**src/rtl/dcache_bank_sched_pkg.sv**
```systemverilog
// Shared dcache bank definitions: line geometry and the
// per-cycle bank grant encoding.
package dcache_bank_sched_pkg;

  localparam int LINE_WORDS    = 8;
  localparam int LINE_BITS     = 256;
  localparam int WORD_OFF_BITS = 3;

  typedef enum logic [1:0] {
    GNT_NONE,
    GNT_REFILL,
    GNT_LOAD,
    GNT_STORE
  } gnt_e;

endpackage

```
**src/rtl/dcache_store_buf.sv**
```systemverilog
// One-entry store buffer with starvation counter and load forward match.
// Ports: st_* store in, drain grant, ld_addr match, sb_* contents, force_drain, fwd_ben.
module dcache_store_buf
  import dcache_bank_sched_pkg::*;
#(
  parameter int ADDR_WIDTH   = 10,
  parameter int STARVE_LIMIT = 4
) (
  input  logic                  clk,
  input  logic                  resetn,
  input  logic                  st_valid,
  input  logic [ADDR_WIDTH-1:0] st_addr,
  input  logic [31:0]           st_wdata,
  input  logic [3:0]            st_ben,
  input  logic                  drain,
  input  logic [ADDR_WIDTH-1:0] ld_addr,
  output logic                  st_ready,
  output logic                  sb_valid,
  output logic [ADDR_WIDTH-1:0] sb_addr,
  output logic [31:0]           sb_data,
  output logic [3:0]            sb_ben,
  output logic                  force_drain,
  output logic [3:0]            fwd_ben
);

  localparam logic [3:0] LIMIT = 4'(STARVE_LIMIT);

  logic [3:0] starve_cnt;
  logic       accept;

  assign st_ready    = resetn && (!sb_valid || drain);
  assign accept      = st_valid && st_ready;
  assign force_drain = sb_valid && (starve_cnt == LIMIT);
  assign fwd_ben     = (sb_valid && sb_addr == ld_addr) ? sb_ben : 4'h0;

  always_ff @(posedge clk or negedge resetn) begin
    if (!resetn) begin
      sb_valid   <= 1'b0;
      sb_addr    <= '0;
      sb_data    <= '0;
      sb_ben     <= '0;
      starve_cnt <= '0;
    end else begin
      if (accept) begin
        sb_valid <= 1'b1;
        sb_addr  <= st_addr;
        sb_data  <= st_wdata;
        sb_ben   <= st_ben;
      end else if (drain) begin
        sb_valid <= 1'b0;
      end
      // Saturate at the limit so a refill burst cannot push the
      // counter past the forcing threshold.
      if (!sb_valid || drain)
        starve_cnt <= '0;
      else if (starve_cnt != LIMIT)
        starve_cnt <= starve_cnt + 4'd1;
    end
  end

endmodule

```
**src/rtl/dcache_bank_sched.sv**
```systemverilog
// Single-port dcache data bank scheduler: refill > forced store > load > store.
// Ports: ld_* load req/resp, st_* store req, rf_* refill req, bram_* bank port.
module dcache_bank_sched
  import dcache_bank_sched_pkg::*;
#(
  parameter int ADDR_WIDTH   = 10,
  parameter int STARVE_LIMIT = 4
) (
  input  logic                  clk,
  input  logic                  resetn,
  input  logic                  ld_valid,
  input  logic [ADDR_WIDTH-1:0] ld_addr,
  output logic                  ld_ready,
  output logic                  ld_rvalid,
  output logic [31:0]           ld_rdata,
  input  logic                  st_valid,
  input  logic [ADDR_WIDTH-1:0] st_addr,
  input  logic [31:0]           st_wdata,
  input  logic [3:0]            st_ben,
  output logic                  st_ready,
  input  logic                  rf_valid,
  input  logic [ADDR_WIDTH-1:0] rf_addr,
  input  logic [LINE_BITS-1:0]  rf_data,
  output logic                  rf_ready,
  output logic [ADDR_WIDTH-1:0] bram_raddr,
  output logic                  bram_re,
  output logic [ADDR_WIDTH-1:0] bram_waddr,
  output logic                  bram_we,
  output logic [31:0]           bram_din,
  output logic [LINE_BITS-1:0]  bram_din_all,
  output logic                  bram_hit_write,
  output logic [3:0]            bram_byte_ben,
  output logic                  bram_store,
  input  logic [31:0]           bram_dout
);

  gnt_e                  gnt;
  logic                  sb_valid;
  logic [ADDR_WIDTH-1:0] sb_addr;
  logic [31:0]           sb_data;
  logic [3:0]            sb_ben;
  logic                  force_drain;
  logic [3:0]            fwd_ben;
  logic                  rd_pend;
  logic [3:0]            fwd_ben_q;
  logic [31:0]           fwd_data_q;

  dcache_store_buf #(
    .ADDR_WIDTH  (ADDR_WIDTH),
    .STARVE_LIMIT(STARVE_LIMIT)
  ) u_sb (
    .clk        (clk),
    .resetn     (resetn),
    .st_valid   (st_valid),
    .st_addr    (st_addr),
    .st_wdata   (st_wdata),
    .st_ben     (st_ben),
    .drain      (gnt == GNT_STORE),
    .ld_addr    (ld_addr),
    .st_ready   (st_ready),
    .sb_valid   (sb_valid),
    .sb_addr    (sb_addr),
    .sb_data    (sb_data),
    .sb_ben     (sb_ben),
    .force_drain(force_drain),
    .fwd_ben    (fwd_ben)
  );

  always_comb begin
    gnt = GNT_NONE;
    if (!resetn)          gnt = GNT_NONE;
    else if (rf_valid)    gnt = GNT_REFILL;
    else if (force_drain) gnt = GNT_STORE;
    else if (ld_valid)    gnt = GNT_LOAD;
    else if (sb_valid)    gnt = GNT_STORE;
  end

  always_comb begin
    ld_ready       = 1'b0;
    rf_ready       = 1'b0;
    bram_re        = 1'b0;
    bram_raddr     = '0;
    bram_we        = 1'b0;
    bram_waddr     = '0;
    bram_din       = '0;
    bram_din_all   = '0;
    bram_hit_write = 1'b0;
    bram_byte_ben  = '0;
    bram_store     = 1'b0;
    unique case (gnt)
      GNT_REFILL: begin
        rf_ready       = 1'b1;
        bram_we        = 1'b1;
        bram_hit_write = 1'b1;
        bram_waddr     = rf_addr;
        bram_din_all   = rf_data;
      end
      GNT_LOAD: begin
        ld_ready   = 1'b1;
        bram_re    = 1'b1;
        bram_raddr = ld_addr;
      end
      GNT_STORE: begin
        bram_we       = 1'b1;
        bram_store    = 1'b1;
        bram_waddr    = sb_addr;
        bram_din      = sb_data;
        bram_byte_ben = sb_ben;
      end
      default: ;
    endcase
  end

  always_ff @(posedge clk or negedge resetn) begin
    if (!resetn) begin
      rd_pend    <= 1'b0;
      fwd_ben_q  <= '0;
      fwd_data_q <= '0;
    end else begin
      rd_pend <= (gnt == GNT_LOAD);
      if (gnt == GNT_LOAD) begin
        fwd_ben_q  <= fwd_ben;
        fwd_data_q <= sb_data;
      end
    end
  end

  assign ld_rvalid = rd_pend;

  // Bank data arrives the cycle after the read; merge buffered bytes over it.
  always_comb begin
    ld_rdata = '0;
    if (rd_pend)
      for (int i = 0; i < 4; i++)
        ld_rdata[8*i +: 8] = fwd_ben_q[i] ? fwd_data_q[8*i +: 8]
                                          : bram_dout[8*i +: 8];
  end

endmodule

```
**config.mk**
```make
export PLATFORM = sky130hd
export DESIGN_NAME = dcache_bank_sched
export DESIGN_NICKNAME = d
export VERILOG_FILES = /design/src/rtl/dcache_bank_sched_pkg.sv /design/src/rtl/dcache_store_buf.sv /design/src/rtl/dcache_bank_sched.sv
export SDC_FILE = /design/constraint.sdc
export NUM_CORES = 1
export LEC_CHECK = 0
export CAP_MARGIN = 5
export CORE_AREA = 3 3 279 281
export CTS_BUF_LIST = sky130_fd_sc_hd__clkbuf_8
export CTS_CLUSTER_DIAMETER = 120
export DETAILED_ROUTE_END_ITERATION = 10
export DIE_AREA = 0 0 282 284
export GPL_TIMING_DRIVEN = 0
export PLACE_DENSITY = 0.37
export SYNTH_ARGS = -nofsm -noshare
export SYNTH_HDL_FRONTEND = slang
export SYNTH_SLANG_ARGS = --single-unit
```
**constraint.sdc**
```tcl
create_clock -name clk -period 2.04 [get_ports clk]
set_clock_uncertainty 0.15 [all_clocks]
set_input_delay 0.408 -clock clk [delete_from_list [all_inputs] [get_ports clk]]
set_output_delay 0.408 -clock clk [all_outputs]
set_load 0.01 [all_outputs]
```
==> flow_summary.json <==
{
  "status": "finished with violations",
  "failed_checks": "negative setup slack",
  "pre_cts_slack_ns": -2.40,
  "finish.instance_area_mm2": 0.0176,
  "max_freq_mhz": 359,
  "critical_path.top_delay_family": "buffers and inverters",
  "finalCritPeriodShare_pct": 137,
  "grt_start_max_net_pins": 28,
  "final_net_count": 1875,
  "drt-vias-per-instance": 3.51,
  "worstSkewPairLatency_ns": 0.41,
  "finalWorstSetupSlack_ns": -0.746,
  "placed_cells_incl_taps": 2367,
  "wire_per_inst_um": 25.0,
  "grt_overflow": 0,
  "fin_setup_tns_ns": -96.83,
  "synthesis.area_per_instance_um2": 9.37,
  "finalNonFillerCells": 2517,
  "fp.dieArea_mm2": 0.0801,
  "cp-start-kind": "flip-flop",
  "mappedNetlistArea_mm2": 0.00636,
  "layout-area-overhead-vs-synth_pct": 177,
  "placement_rows": 101,
  "buf_inv_stages_crit_path": 5,
  "core_region_area_mm2": 0.0757,
  "grt_setup_unrepaired": "true",
  "critical_path_rt_ns": 1.48,
  "tritoncts_num_sinks": 88,
  "worst_ir_drop_vdd_uv": 322,
  "final-setup-viol-count": 362,
  "first_global_vias": 9541,
  "post-route-drc-count": 0,
  "static_leakage_power_nw": 8.53,
  "firstDrtPassIters": 4,
  "detailroute.via_count": 8845,
  "critPathArrivalTime_ns": 2.23,
  "number_of_antenna_violations_at_the_first_check_in_global_routing": 25,
  "die_x_um": 282,
  "syn_nets": 1040,
  "vert_die_dim_um": 284,
  "grt_first_pass_wirelength_um": 82500,
  "clock_tree_from_tritoncts": "yes",
  "start_util_pct": 8.41,
  "timing_max_transition_violations_final": 0,
  "worstMarginPinSlew_ns": 0.942,
  "max_cap_viol_count": 0,
  "timing.critical_path.fanout_max": 6,
  "synth_warnings": 0,
  "timing.hold.ws_ns": 0.201,
  "path_cells": "inv_2 > ha_4 > nand3b_4 > buf_6 > o211ai_1 > inv_2 > clkbuf_16 > and2_4 > buf_6",
  "ioPinCount": 711,
  "ys_seq_elements": 88,
  "synth-seq-area-share_pct": 34.6,
  "finalHoldViolCount": 0,
  "crit_type": "flip-flop to primary output",
  "drt_wl_total_um": 62900,
  "post_route_cells_drive_above_1_share_pct": 51.7,
  "design_power_total_mw": 9.21,
  "gr-usage-all-layers_pct": 14.9,
  "post_route_minimum_period_ns": 2.79,
  "clkSlewWorstSetupHoldPaths_ns": 0.10,
  "cts_max_path_bufs": 2,
  "max_slew_margin_pct": 37.0,
  "hold_path.class": "input pin to async pin",
  "drt_iter0_drc": 321,
  "netlist-cell-type-count": 29,
  "clk_root_buf": "clkbuf_8",
  "routabilityCongestion": 0.874,
  "place.port_buffers": 709,
  "tritoncts_buffer_count": 9,
  "syn-instance-count": 679,
  "cp_slowest_cell": "dfrtp_1",
  "final_core_util_pct": 23.3,
  "cts_h_tree_depth": 3,
  "post_dp_cell_area_mm2": 0.0148,
  "drt.antenna.violating_nets": 0,
  "setup.worst_path.end_class": "primary output",
  "power_density_mw_per_mm2": 523,
  "critPathMaxStageDelay_ns": 0.40,
  "post-dp-hpwl_um": 50500
}
-- cells in the mapped netlist --
master	number	area share (%)
a2111oi_4	1	0.43
a21oi_1	3	0.24
a22o_1	14	1.9
and2_1	47	4.6
and3_1	257	25
buf_2	3	0.24
buf_4	6	0.71
buf_6	7	1.2
clkbuf_1	66	3.9
clkbuf_2	1	0.079
dfrtp_1	88	35
ha_1	2	0.39
inv_1	6	0.35
mux2_1	10	1.8
mux2_2	68	12
mux2i_1	32	5.0
nand2_1	4	0.24
nand2b_1	2	0.20
nand3_1	3	0.24
nand3_2	1	0.16
nand3b_4	1	0.31
nand4_1	3	0.30
nor2_1	6	0.35
nor2b_1	33	3.2
nor3_1	1	0.079
nor4_4	1	0.33
o211ai_1	1	0.12
o21ai_0	1	0.079
xnor2_1	11	1.5
-- worst reg2reg max path, stage by stage (launching register included) --
cell and delay (ns):
dfrtp_1 0.40, inv_2 0.08, ha_4 0.14, nand3b_4 0.11, buf_6 0.14, buf_6 0.10
buf_6 0.11, nand3_4 0.08, buf_6 0.09, nand4_1 0.15, buf_6 0.23, clkbuf_16 0.18
mux2_4 0.29
-- registers in the layout (all words and copies together) (netlist names) --
register / flops
fwd_data_q: 32
ld_rvalid: 1
u_sb.starve_cnt: 4
fwd_ben_q: 4
u_sb.sb_valid: 1
u_sb.sb_ben: 4
u_sb.sb_data: 32
u_sb.sb_addr: 10
-- power by group --
group          internal, mW  leakage, nW  switching [mW]
Combinational          2.89         7.37            1.68
Clock                 0.607        0.107           0.750
Sequential             2.57         1.05           0.715
Total                  6.07         8.53            3.15
-- final timing paths --
kind / from / to / slack [ns] / depth (start not counted)
max: u_sb.starve_cnt[0] / bram_raddr[4] / -0.75 / 9
min: resetn / fwd_data_q[21] / 0.20 / 4
max reg2reg: u_sb.starve_cnt[0] / u_sb.sb_data[7] / -0.32 / 12
min reg2reg: fwd_data_q[11] / fwd_data_q[11] / 0.37 / 1
max in group asynchronous: resetn / ld_rvalid / 0.32 / 4
min in group clk: fwd_data_q[11] / fwd_data_q[11] / 0.37 / 1
-- cell usage in the layout (no fill, tap or decap), drive strengths merged --
cell type and count:
a2111oi 1, a21oi 3, a22o 14, and2 47
and3 257, buf 341, bufbuf 3, bufinv 1
clkbuf 169, clkdlybuf4s15 1, clkdlybuf4s50 361, clkinv 3
dfrtp 88, diode 20, dlygate4sd2 8, dlygate4sd3 3
dlymetal6s2s 31, ha 2, inv 8, mux2 78
mux2i 32, nand2 4, nand2b 2, nand3 4
nand3b 1, nand4 3, nor2 6, nor2b 33
nor3 1, nor4 1, o211ai 1, o21ai 1
xnor2 11
-- per-layer routing --
| metal | vias to the layer above | global-route usage (%) | share of wire [%] |
|---|---|---|---|
| li1 | 4108 | - | - |
| met1 | 4271 | 16.9 | 39 |
| met2 | 409 | 25.2 | 48 |
| met3 | 53 | 7.35 | 11 |
| met4 | 4 | 2.91 | 1.7 |
| met5 | - | 0 | 0.033 |
-- layout make-up --
cell class              instances  area, um2
repair buffers                830       8350
diodes                         20       50.0
plain buffers                  77        960
well taps                     978       1220
flip-flops and latches         88       2210
clock inverters                 6       66.3
multi-input cells             502       4580
fillers                      8258      58100
clock buffers                  10        138
inverters                       6       22.5
-- what timing repair did --
| item | CTS | global route |
|---|---|---|
| endpoints found under the setup margin | 440 | 435 |
| gates cloned | 28 | 7 |
| hold buffers | 3 | 0 |
| endpoints found under the hold margin | 47 | 0 |
| buffers inserted | 47 | 43 |
| pin swaps | 20 | 9 |
| resized for setup | 1147 | 618 |
-- cells by family after synthesis --
family,after synthesis,synth area share [%]
muxes,110,18.8
DFF,88,34.6
adders and majority gates,2,0.393
buffers and inverters,89,6.51
xor gates and xnor gates,11,1.51
and+or+nand+nor,359,35.3
AOI/OAI and AO/OA,20,2.79
Note: power is estimated with default switching activity, not from simulation.
